### src/rtl/gpio_pkg.sv
// Shared definitions for the GPIO port controller: register word offsets,
// the default GPIO vector type and the byte-enable expansion helper.
package gpio_pkg;

  localparam int unsigned GPIO_NB = 32;

  typedef logic [GPIO_NB-1:0] gpio_vec_t;

  localparam logic [31:0] GPIO_DIR   = 32'd0;
  localparam logic [31:0] GPIO_OUT   = 32'd1;
  localparam logic [31:0] GPIO_IN    = 32'd2;
  localparam logic [31:0] GPIO_STAT  = 32'd3;
  localparam logic [31:0] GPIO_MASK  = 32'd4;
  localparam logic [31:0] GPIO_POSE  = 32'd5;
  localparam logic [31:0] GPIO_NEGE  = 32'd6;
  localparam logic [31:0] GPIO_MFUNC = 32'd7;

  // Expands the four byte enables into a 32-bit write mask.
  function automatic logic [31:0] be_to_mask(input logic [3:0] be);
    logic [31:0] m;
    for (int i = 0; i < 4; i++) begin
      m[i*8 +: 8] = {8{be[i]}};
    end
    return m;
  endfunction

endpackage

### src/rtl/gpio_sync_edge.sv
// Input conditioning for the raw pad data: a SYNC_STAGES-deep synchroniser
// chain followed by one history flop so that single-cycle rise/fall pulses can
// be derived from consecutive synchronised samples.
module gpio_sync_edge
  import gpio_pkg::*;
#(
  parameter int NB_GPIO     = 32,
  parameter int SYNC_STAGES = 2
) (
  input  logic               mclk,
  input  logic               h_reset,
  input  logic [NB_GPIO-1:0] pad_gpio_in,
  output logic [NB_GPIO-1:0] sync_in,
  output logic [NB_GPIO-1:0] rise,
  output logic [NB_GPIO-1:0] fall
);

  logic [SYNC_STAGES-1:0][NB_GPIO-1:0] sync_q;
  logic [NB_GPIO-1:0]                  prev_q;

  // Shift the pad sample through the synchroniser and remember the last output.
  always_ff @(posedge mclk or posedge h_reset) begin
    if (h_reset) begin
      sync_q <= '0;
      prev_q <= '0;
    end else begin
      sync_q <= {sync_q[SYNC_STAGES-2:0], pad_gpio_in};
      prev_q <= sync_q[SYNC_STAGES-1];
    end
  end

  assign sync_in = sync_q[SYNC_STAGES-1];
  assign rise    = sync_in & ~prev_q;
  assign fall    = ~sync_in & prev_q;

endmodule

### src/rtl/gpio_port_ctrl.sv
// Register-mapped GPIO controller: holds the direction/output/function
// registers feeding the pinmux, captures sticky edge status from the
// synchronised pad inputs and raises a masked level interrupt.
module gpio_port_ctrl
  import gpio_pkg::*;
#(
  parameter int NB_GPIO     = 32,
  parameter int SYNC_STAGES = 2,
  parameter int AW          = 3
) (
  input  logic               mclk,
  input  logic               h_reset,
  input  logic               reg_cs,
  input  logic               reg_wr,
  input  logic [AW-1:0]      reg_addr,
  input  logic [3:0]         reg_be,
  input  logic [31:0]        reg_wdata,
  output logic [31:0]        reg_rdata,
  output logic               reg_ack,
  output logic [NB_GPIO-1:0] cfg_gpio_dir_sel,
  output logic [31:0]        cfg_multi_func_sel,
  output logic [NB_GPIO-1:0] pad_gpio_out,
  input  logic [NB_GPIO-1:0] pad_gpio_in,
  output logic               gpio_intr
);

  logic [NB_GPIO-1:0] dir_q, dir_d;
  logic [NB_GPIO-1:0] out_q, out_d;
  logic [NB_GPIO-1:0] stat_q, stat_d;
  logic [NB_GPIO-1:0] mask_q, mask_d;
  logic [NB_GPIO-1:0] pose_q, pose_d;
  logic [NB_GPIO-1:0] nege_q, nege_d;
  logic [31:0]        mfunc_q, mfunc_d;
  logic [31:0]        rdata_q, rdata_d;
  logic               busy_q;
  logic               ack_q;
  logic               intr_q;

  logic [NB_GPIO-1:0] sync_in;
  logic [NB_GPIO-1:0] rise;
  logic [NB_GPIO-1:0] fall;
  logic [NB_GPIO-1:0] stat_set;
  logic [NB_GPIO-1:0] w1c_bits;

  logic               access;
  logic               wr_en;
  logic               rd_en;
  logic [31:0]        addr_w;
  logic [31:0]        wmask_full;
  logic [31:0]        wdata_full;
  logic [NB_GPIO-1:0] wmask_n;
  logic [NB_GPIO-1:0] wdata_n;

  gpio_sync_edge #(
    .NB_GPIO     (NB_GPIO),
    .SYNC_STAGES (SYNC_STAGES)
  ) u_sync_edge (
    .mclk        (mclk),
    .h_reset     (h_reset),
    .pad_gpio_in (pad_gpio_in),
    .sync_in     (sync_in),
    .rise        (rise),
    .fall        (fall)
  );

  // An access is taken only on the first cycle reg_cs is seen high; busy_q
  // blocks re-triggering until the master drops reg_cs.
  assign access     = reg_cs & ~busy_q;
  assign wr_en      = access & reg_wr;
  assign rd_en      = access & ~reg_wr;
  assign addr_w     = 32'(reg_addr);
  assign wmask_full = be_to_mask(reg_be);
  assign wdata_full = reg_wdata & wmask_full;
  assign wmask_n    = wmask_full[NB_GPIO-1:0];
  assign wdata_n    = wdata_full[NB_GPIO-1:0];

  // Edge capture is independent of MASK; MASK only gates the interrupt.
  assign stat_set = (rise & pose_q) | (fall & nege_q);

  // Byte-enabled register writes and the sticky status update; a new edge
  // overrides a write-one-to-clear of the same bit.
  always_comb begin
    dir_d    = dir_q;
    out_d    = out_q;
    mask_d   = mask_q;
    pose_d   = pose_q;
    nege_d   = nege_q;
    mfunc_d  = mfunc_q;
    w1c_bits = '0;
    if (wr_en) begin
      case (addr_w)
        GPIO_DIR:   dir_d   = (dir_q   & ~wmask_n)    | wdata_n;
        GPIO_OUT:   out_d   = (out_q   & ~wmask_n)    | wdata_n;
        GPIO_STAT:  w1c_bits = wdata_n;
        GPIO_MASK:  mask_d  = (mask_q  & ~wmask_n)    | wdata_n;
        GPIO_POSE:  pose_d  = (pose_q  & ~wmask_n)    | wdata_n;
        GPIO_NEGE:  nege_d  = (nege_q  & ~wmask_n)    | wdata_n;
        GPIO_MFUNC: mfunc_d = (mfunc_q & ~wmask_full) | wdata_full;
        default:    ;
      endcase
    end
    stat_d = (stat_q & ~w1c_bits) | stat_set;
  end

  // Read mux; read data is only driven for the acknowledged read, 0 otherwise.
  always_comb begin
    rdata_d = '0;
    if (rd_en) begin
      case (addr_w)
        GPIO_DIR:   rdata_d = 32'(dir_q);
        GPIO_OUT:   rdata_d = 32'(out_q);
        GPIO_IN:    rdata_d = 32'(sync_in);
        GPIO_STAT:  rdata_d = 32'(stat_q);
        GPIO_MASK:  rdata_d = 32'(mask_q);
        GPIO_POSE:  rdata_d = 32'(pose_q);
        GPIO_NEGE:  rdata_d = 32'(nege_q);
        GPIO_MFUNC: rdata_d = mfunc_q;
        default:    rdata_d = '0;
      endcase
    end
  end

  // State registers, access handshake and the registered interrupt.
  always_ff @(posedge mclk or posedge h_reset) begin
    if (h_reset) begin
      dir_q   <= '0;
      out_q   <= '0;
      stat_q  <= '0;
      mask_q  <= '0;
      pose_q  <= '0;
      nege_q  <= '0;
      mfunc_q <= '0;
      rdata_q <= '0;
      busy_q  <= 1'b0;
      ack_q   <= 1'b0;
      intr_q  <= 1'b0;
    end else begin
      dir_q   <= dir_d;
      out_q   <= out_d;
      stat_q  <= stat_d;
      mask_q  <= mask_d;
      pose_q  <= pose_d;
      nege_q  <= nege_d;
      mfunc_q <= mfunc_d;
      rdata_q <= rdata_d;
      busy_q  <= reg_cs;
      ack_q   <= access;
      intr_q  <= |(stat_q & mask_q);
    end
  end

  assign reg_rdata          = rdata_q;
  assign reg_ack            = ack_q;
  assign cfg_gpio_dir_sel   = dir_q;
  assign pad_gpio_out       = out_q;
  assign cfg_multi_func_sel = mfunc_q;
  assign gpio_intr          = intr_q;

endmodule
### config.mk
export PLATFORM = sky130hd
export DESIGN_NAME = gpio_port_ctrl
export DESIGN_NICKNAME = d
export VERILOG_FILES = /design/src/rtl/gpio_pkg.sv /design/src/rtl/gpio_sync_edge.sv /design/src/rtl/gpio_port_ctrl.sv
export SDC_FILE = /design/constraint.sdc
export NUM_CORES = 1
export LEC_CHECK = 0
export BUFFER_PORTS_ARGS = -buffer_cell sky130_fd_sc_hd__buf_2
export CORE_MARGIN = 2
export CORE_UTILIZATION = 35
export CTS_BUF_LIST = sky130_fd_sc_hd__clkbuf_2 sky130_fd_sc_hd__clkbuf_4 sky130_fd_sc_hd__clkbuf_8
export DETAILED_ROUTE_END_ITERATION = 7
export PLACE_DENSITY_LB_ADDON = 0.12
export SETUP_SLACK_MARGIN = 0.2
export SLEW_MARGIN = 10
export SYNTH_ARGS = -nofsm -noshare
export SYNTH_HDL_FRONTEND = slang
export SYNTH_SLANG_ARGS = --single-unit
### constraint.sdc
create_clock -name mclk -period 30.5 [get_ports mclk]
set_input_delay 1.525 -clock mclk [delete_from_list [all_inputs] [get_ports mclk]]
set_output_delay 1.525 -clock mclk [all_outputs]
set_load 0.005 [all_outputs]
---- Word-level counts from Yosys, hierarchy flattened ----
Index checks and enable logic that the tools add are counted.
cells by class
  eq/ne operators ......................... 7
  muxes and demuxes ....................... 4
  bitwise gates (word level) .............. 30
  reduce and logical (&&, ||, !) cells .... 8
operators with widths
  operator              number
  $and A32 B32 Y32      13
  $or A32 B32 Y32       8
  $pmux W32 S8          1
  $not A32 Y32          4
  $mux W32              3
  $logic_not A32 Y1     1
  $reduce_or A32 Y1     1
  $eq A3 B3 Y1 const B  4
  $reduce_and A2 Y1     6
  $eq A3 B2 Y1 const B  2
  $and A1 B1 Y1         3
  $eq A3 B1 Y1 const B  1
  $not A1 Y1            2
storage, ports and cells
  register bits ........................... 355
  input port bits ......................... 75
  output and inout port bits .............. 130
  word-level logic and storage cells ...... 63

---- Logic depth before layout (Yosys ltp) ----
  depth after elaboration ................. 7
  mapped depth ............................ 6
  mapped depth without buffers ............ 4

---- Hierarchy ----
A second synthesis with hierarchy kept.
second synthesis, totals
  cell total of the unflattened synthesis .. 1050
  area, all modules ....................... 15233.4 µm²
by module, submodules not included
  module          times used  cells each  area each (µm²)  seq. area each (µm²)
  gpio_port_ctrl  1           857         12026.5          6481.2
  gpio_sync_edge  1           193         3206.8           2402.3

---- Least setup slack after synthesis ----
No wires, ideal clock.
  path type ............................... input -> register
  start point ............................. input reg_addr[2]
  end point ............................... register with a tool-made name
  library setup time ...................... 0.125 ns
  data arrival time ....................... 2.680 ns
  data required time ...................... 30.375 ns
  setup slack ............................. 27.695 ns
  stages .................................. 5
  buffers on the path ..................... 2
  path through ............................ buf_6 > or3_1 > buf_6 > nor2_8 > mux2_2
RTL lines
  what                RTL line              source
  start: declaration  gpio_port_ctrl.sv:15  input logic [AW-1:0] reg_addr,

---- Final worst setup path ----
  start point ............................. input reg_addr[0]
  end point ............................... register stat_q[14]
on the way
  word-level cells in the longest chain between the ends .. 6
ends and longest elaborated chain
  what                    RTL line               source
  $eq A3 B2 Y1            gpio_port_ctrl.sv:91   case (addr_w)
  $mux W32                gpio_port_ctrl.sv:91
  $mux W32                gpio_port_ctrl.sv:90   if (wr_en) begin
  $not A32 Y32            gpio_port_ctrl.sv:102  stat_d = (stat_q & ~w1c_bits) | stat_set;
  $and A32 B32 Y32        gpio_port_ctrl.sv:102
  $or A32 B32 Y32         gpio_port_ctrl.sv:102
  net stat_d[14]          gpio_port_ctrl.sv:29   logic [NB_GPIO-1:0] stat_q, stat_d;
  end signal: assignment  gpio_port_ctrl.sv:140  stat_q <= stat_d;
  end: declaration        gpio_port_ctrl.sv:29
The timed path passes the listed nets, and every way through them passes these cells.
A chain may end at the register's enable or synchronous reset.

==> impl_metrics.yaml <==
power_and_ir_drop:
  power_density_nw_per_um2: 65.8
  ir_drop_uv: 30.1
  finalPower_mw: 1.12
  p_leak_nw: 8.09
place:
  place.gp.congestion: 0.780
  place_ws_ns: 26.60
  io_buffers: 204
  dp_hpwl_mm: 28.1
  placed_area_um2: 15800
worst_setup_path:
  critical_path_required_ns: 31.01
  r2r_start: "busy_q"
  critPathKind: "in2reg"
  crit_slowest_cell: "and3b_1"
  reg2reg_depth: 4
  cp_max_fo: 25
  cpPeakStageDelay_ns: 0.55
  reg2reg_slack_ns: 28.25
  endpoint_kind: "flip-flop"
  crit_buf_inv: 2
  cp_top_family: "simple AND/OR/NAND/NOR gates"
  path_cells: "buf_2, and3b_1, buf_4, nand3_1, o21ai_0, o211ai_1"
  start_kind: "input pin"
  worstPathArrival_ns: 3.72
drt:
  drt_wl_total_mm: 42.6
  wl_met3_mm: 2.26
  wl_met2_mm: 20.0
  num_vias: 9458
  dr.max_layer_used: "met4"
  vias_per_cell: 5.27
  drcViolationCount: 0
  drt_pass1_iterations: 5
  drt-initial-drc-count: 614
  ant_nets: 0
  wl_per_cell_um: 23.8
  wl_met1_mm: 18.9
global_route:
  grt_max_degree: 175
  grt.total_usage: 0.207
  antenna_found_initial: 2
  grt_overflow: 0
  grt_pass1_wl_mm: 64.4
  grt_pass1_vias: 9987
worst_hold_path:
  hold_class: "reg2reg"
  whs_path_depth: 0
  hp-start: "u_sync_edge.sync_q[23]"
  holdPathEnd: "u_sync_edge.sync_in[23]"
die:
  die_h_um: 205
  fp.dieArea_um2: 42000
  start_util: 0.355
  rows: 73
  core_area_um2: 39800
  die_x_um: 205
  ioPinCount: 205
cells_and_area:
  layout_commonest_cell: "dfrtp_1"
  fin_nets: 1298
  utilization: 0.428
  final_cell_mix: "355 x dfrtp_1, 204 x buf_2, 184 x mux2_2"
  synthToLayoutAreaGrowth_pct: 20.7
  fin_area_um2: 17100
  drive_above_1_share: 0.430
logic_synthesis:
  yosysWarnings: 0
  synth_top_area_share: 0.629
  synth_flop_cell: "dfrtp_1"
  netlist_area_um2: 14100
  synth_cell_types: 39
  synthTopCellsByArea: "dfrtp_1 63%, mux2_2 15%, a22oi_1 4.1%"
  synth.avg_cell_area_um2: 14.4
  syn_nets: 1056
  synth_edf_count: 0
  yosysSeqAreaShare: 0.629
  netlist_instances: 981
  synth_seq_cells: 355
  synth_area_leader_cell: "dfrtp_1"
  synthArstFlopShare: 1.00
timing:
  slew_headroom: 0.294
  tightest_slew_ns: 1.06
  timing.final.max_slew_violations: 0
  period_needed_ns: 3.22
  max_freq_ghz: 0.311
  finalSetupViolations: 0
  clock_skew_ns: 0.0270
  setup_ws_ns: 27.28
  rsz0062_at_grt: "no"
  hold_violations: 0
  tns_ns: 0
  post-route-period-util: 0.105
clock_network:
  clk_latency_ns: 0.64
  cts_htree_levels: 2
  cts_buffers: 60
  cts_resized: 0
  cts.sinks: 355
  postCtsSetupRepairBufs: 0
  cts-root-buf: "clkbuf_8"
  clkSlewWorstSetupHoldPaths_ns: 0.06
  cts_tree: "done"
  cts_buffer_depth: 3
  cts_hold_buf: 0
outcome:
  status: "complete, no violations"
flow_run:
  drv_cap: 0
## final cells by class
class | count | area [µm²]
clock inverter | 5 | 50.0
fill | 3809 | 22800
clock buffer | 100 | 1230
tap | 525 | 657
timing repair buffer | 217 | 1130
multi-input combinational | 555 | 4960
antenna | 2 | 5.00
inverter | 34 | 135
sequential | 355 | 8880
## report_power, final
| group | switching [mW] | total, mW | leakage [nW] | internal (mW) |
|---|---|---|---|---|
| Combinational | 0.0556 | 0.112 | 2.97 | 0.0559 |
| Sequential | 0.0429 | 0.560 | 4.44 | 0.517 |
| Clock | 0.190 | 0.451 | 0.689 | 0.260 |
## metrics by stage
stage               instances  hold slack (ns)
global placement         1686            0.335
finish                   1793            0.322
global route             1792            0.343
CTS                      1791            0.322
floorplan                 981            0.331
detailed placement       1686            0.335
## logic make-up (layout without fill, tap and decap cells)
family / count (synthesis) / in the layout / share of synthesized area
buf+inv: 71 / 356 / 0.0223
flops: 355 / 355 / 0.629
mux: 195 / 195 / 0.156
simple gates: 123 / 123 / 0.0698
other cells: 0 / 2 / 0
compound gates: 237 / 237 / 0.123
## routing by layer
layer / GRT usage / up-vias
met5: 0 / -
met4: 0.0840 / 0
met3: 0.0385 / 87
met2: 0.324 / 293
met1: 0.283 / 4878
li1: - / 4200
## how the worst max path moves through the flow
| stage | from | to | slack [ns] | cells after the start |
|---|---|---|---|---|
| floorplan | h_reset | async pin | 19.13 | 1 |
| global placement | reg_addr[0] | stat_q[20] | 26.71 | 6 |
| detailed placement | reg_addr[0] | reg_rdata[9] | 26.60 | 6 |
| CTS | reg_addr[0] | reg_rdata[9] | 27.29 | 6 |
| global route | reg_addr[0] | stat_q[12] | 27.07 | 6 |
| finish | reg_addr[0] | stat_q[14] | 27.28 | 6 |
## Yosys cell counts (all sizes together) (2+ instances only)
cell type and number:
or3 2, a31oi 32, nand3 5, clkbuf 16, dfrtp 355, a22oi 78
o21ai 33, inv 34, mux2 192, nor3b 2, a221oi 30, nand4 4
nor3 2, buf 21, mux2i 2, nand3b 34, nor2 27, a22o 30
o211ai 33, and3b 2, nand2 39
Power figures use the tool's default switching activity.
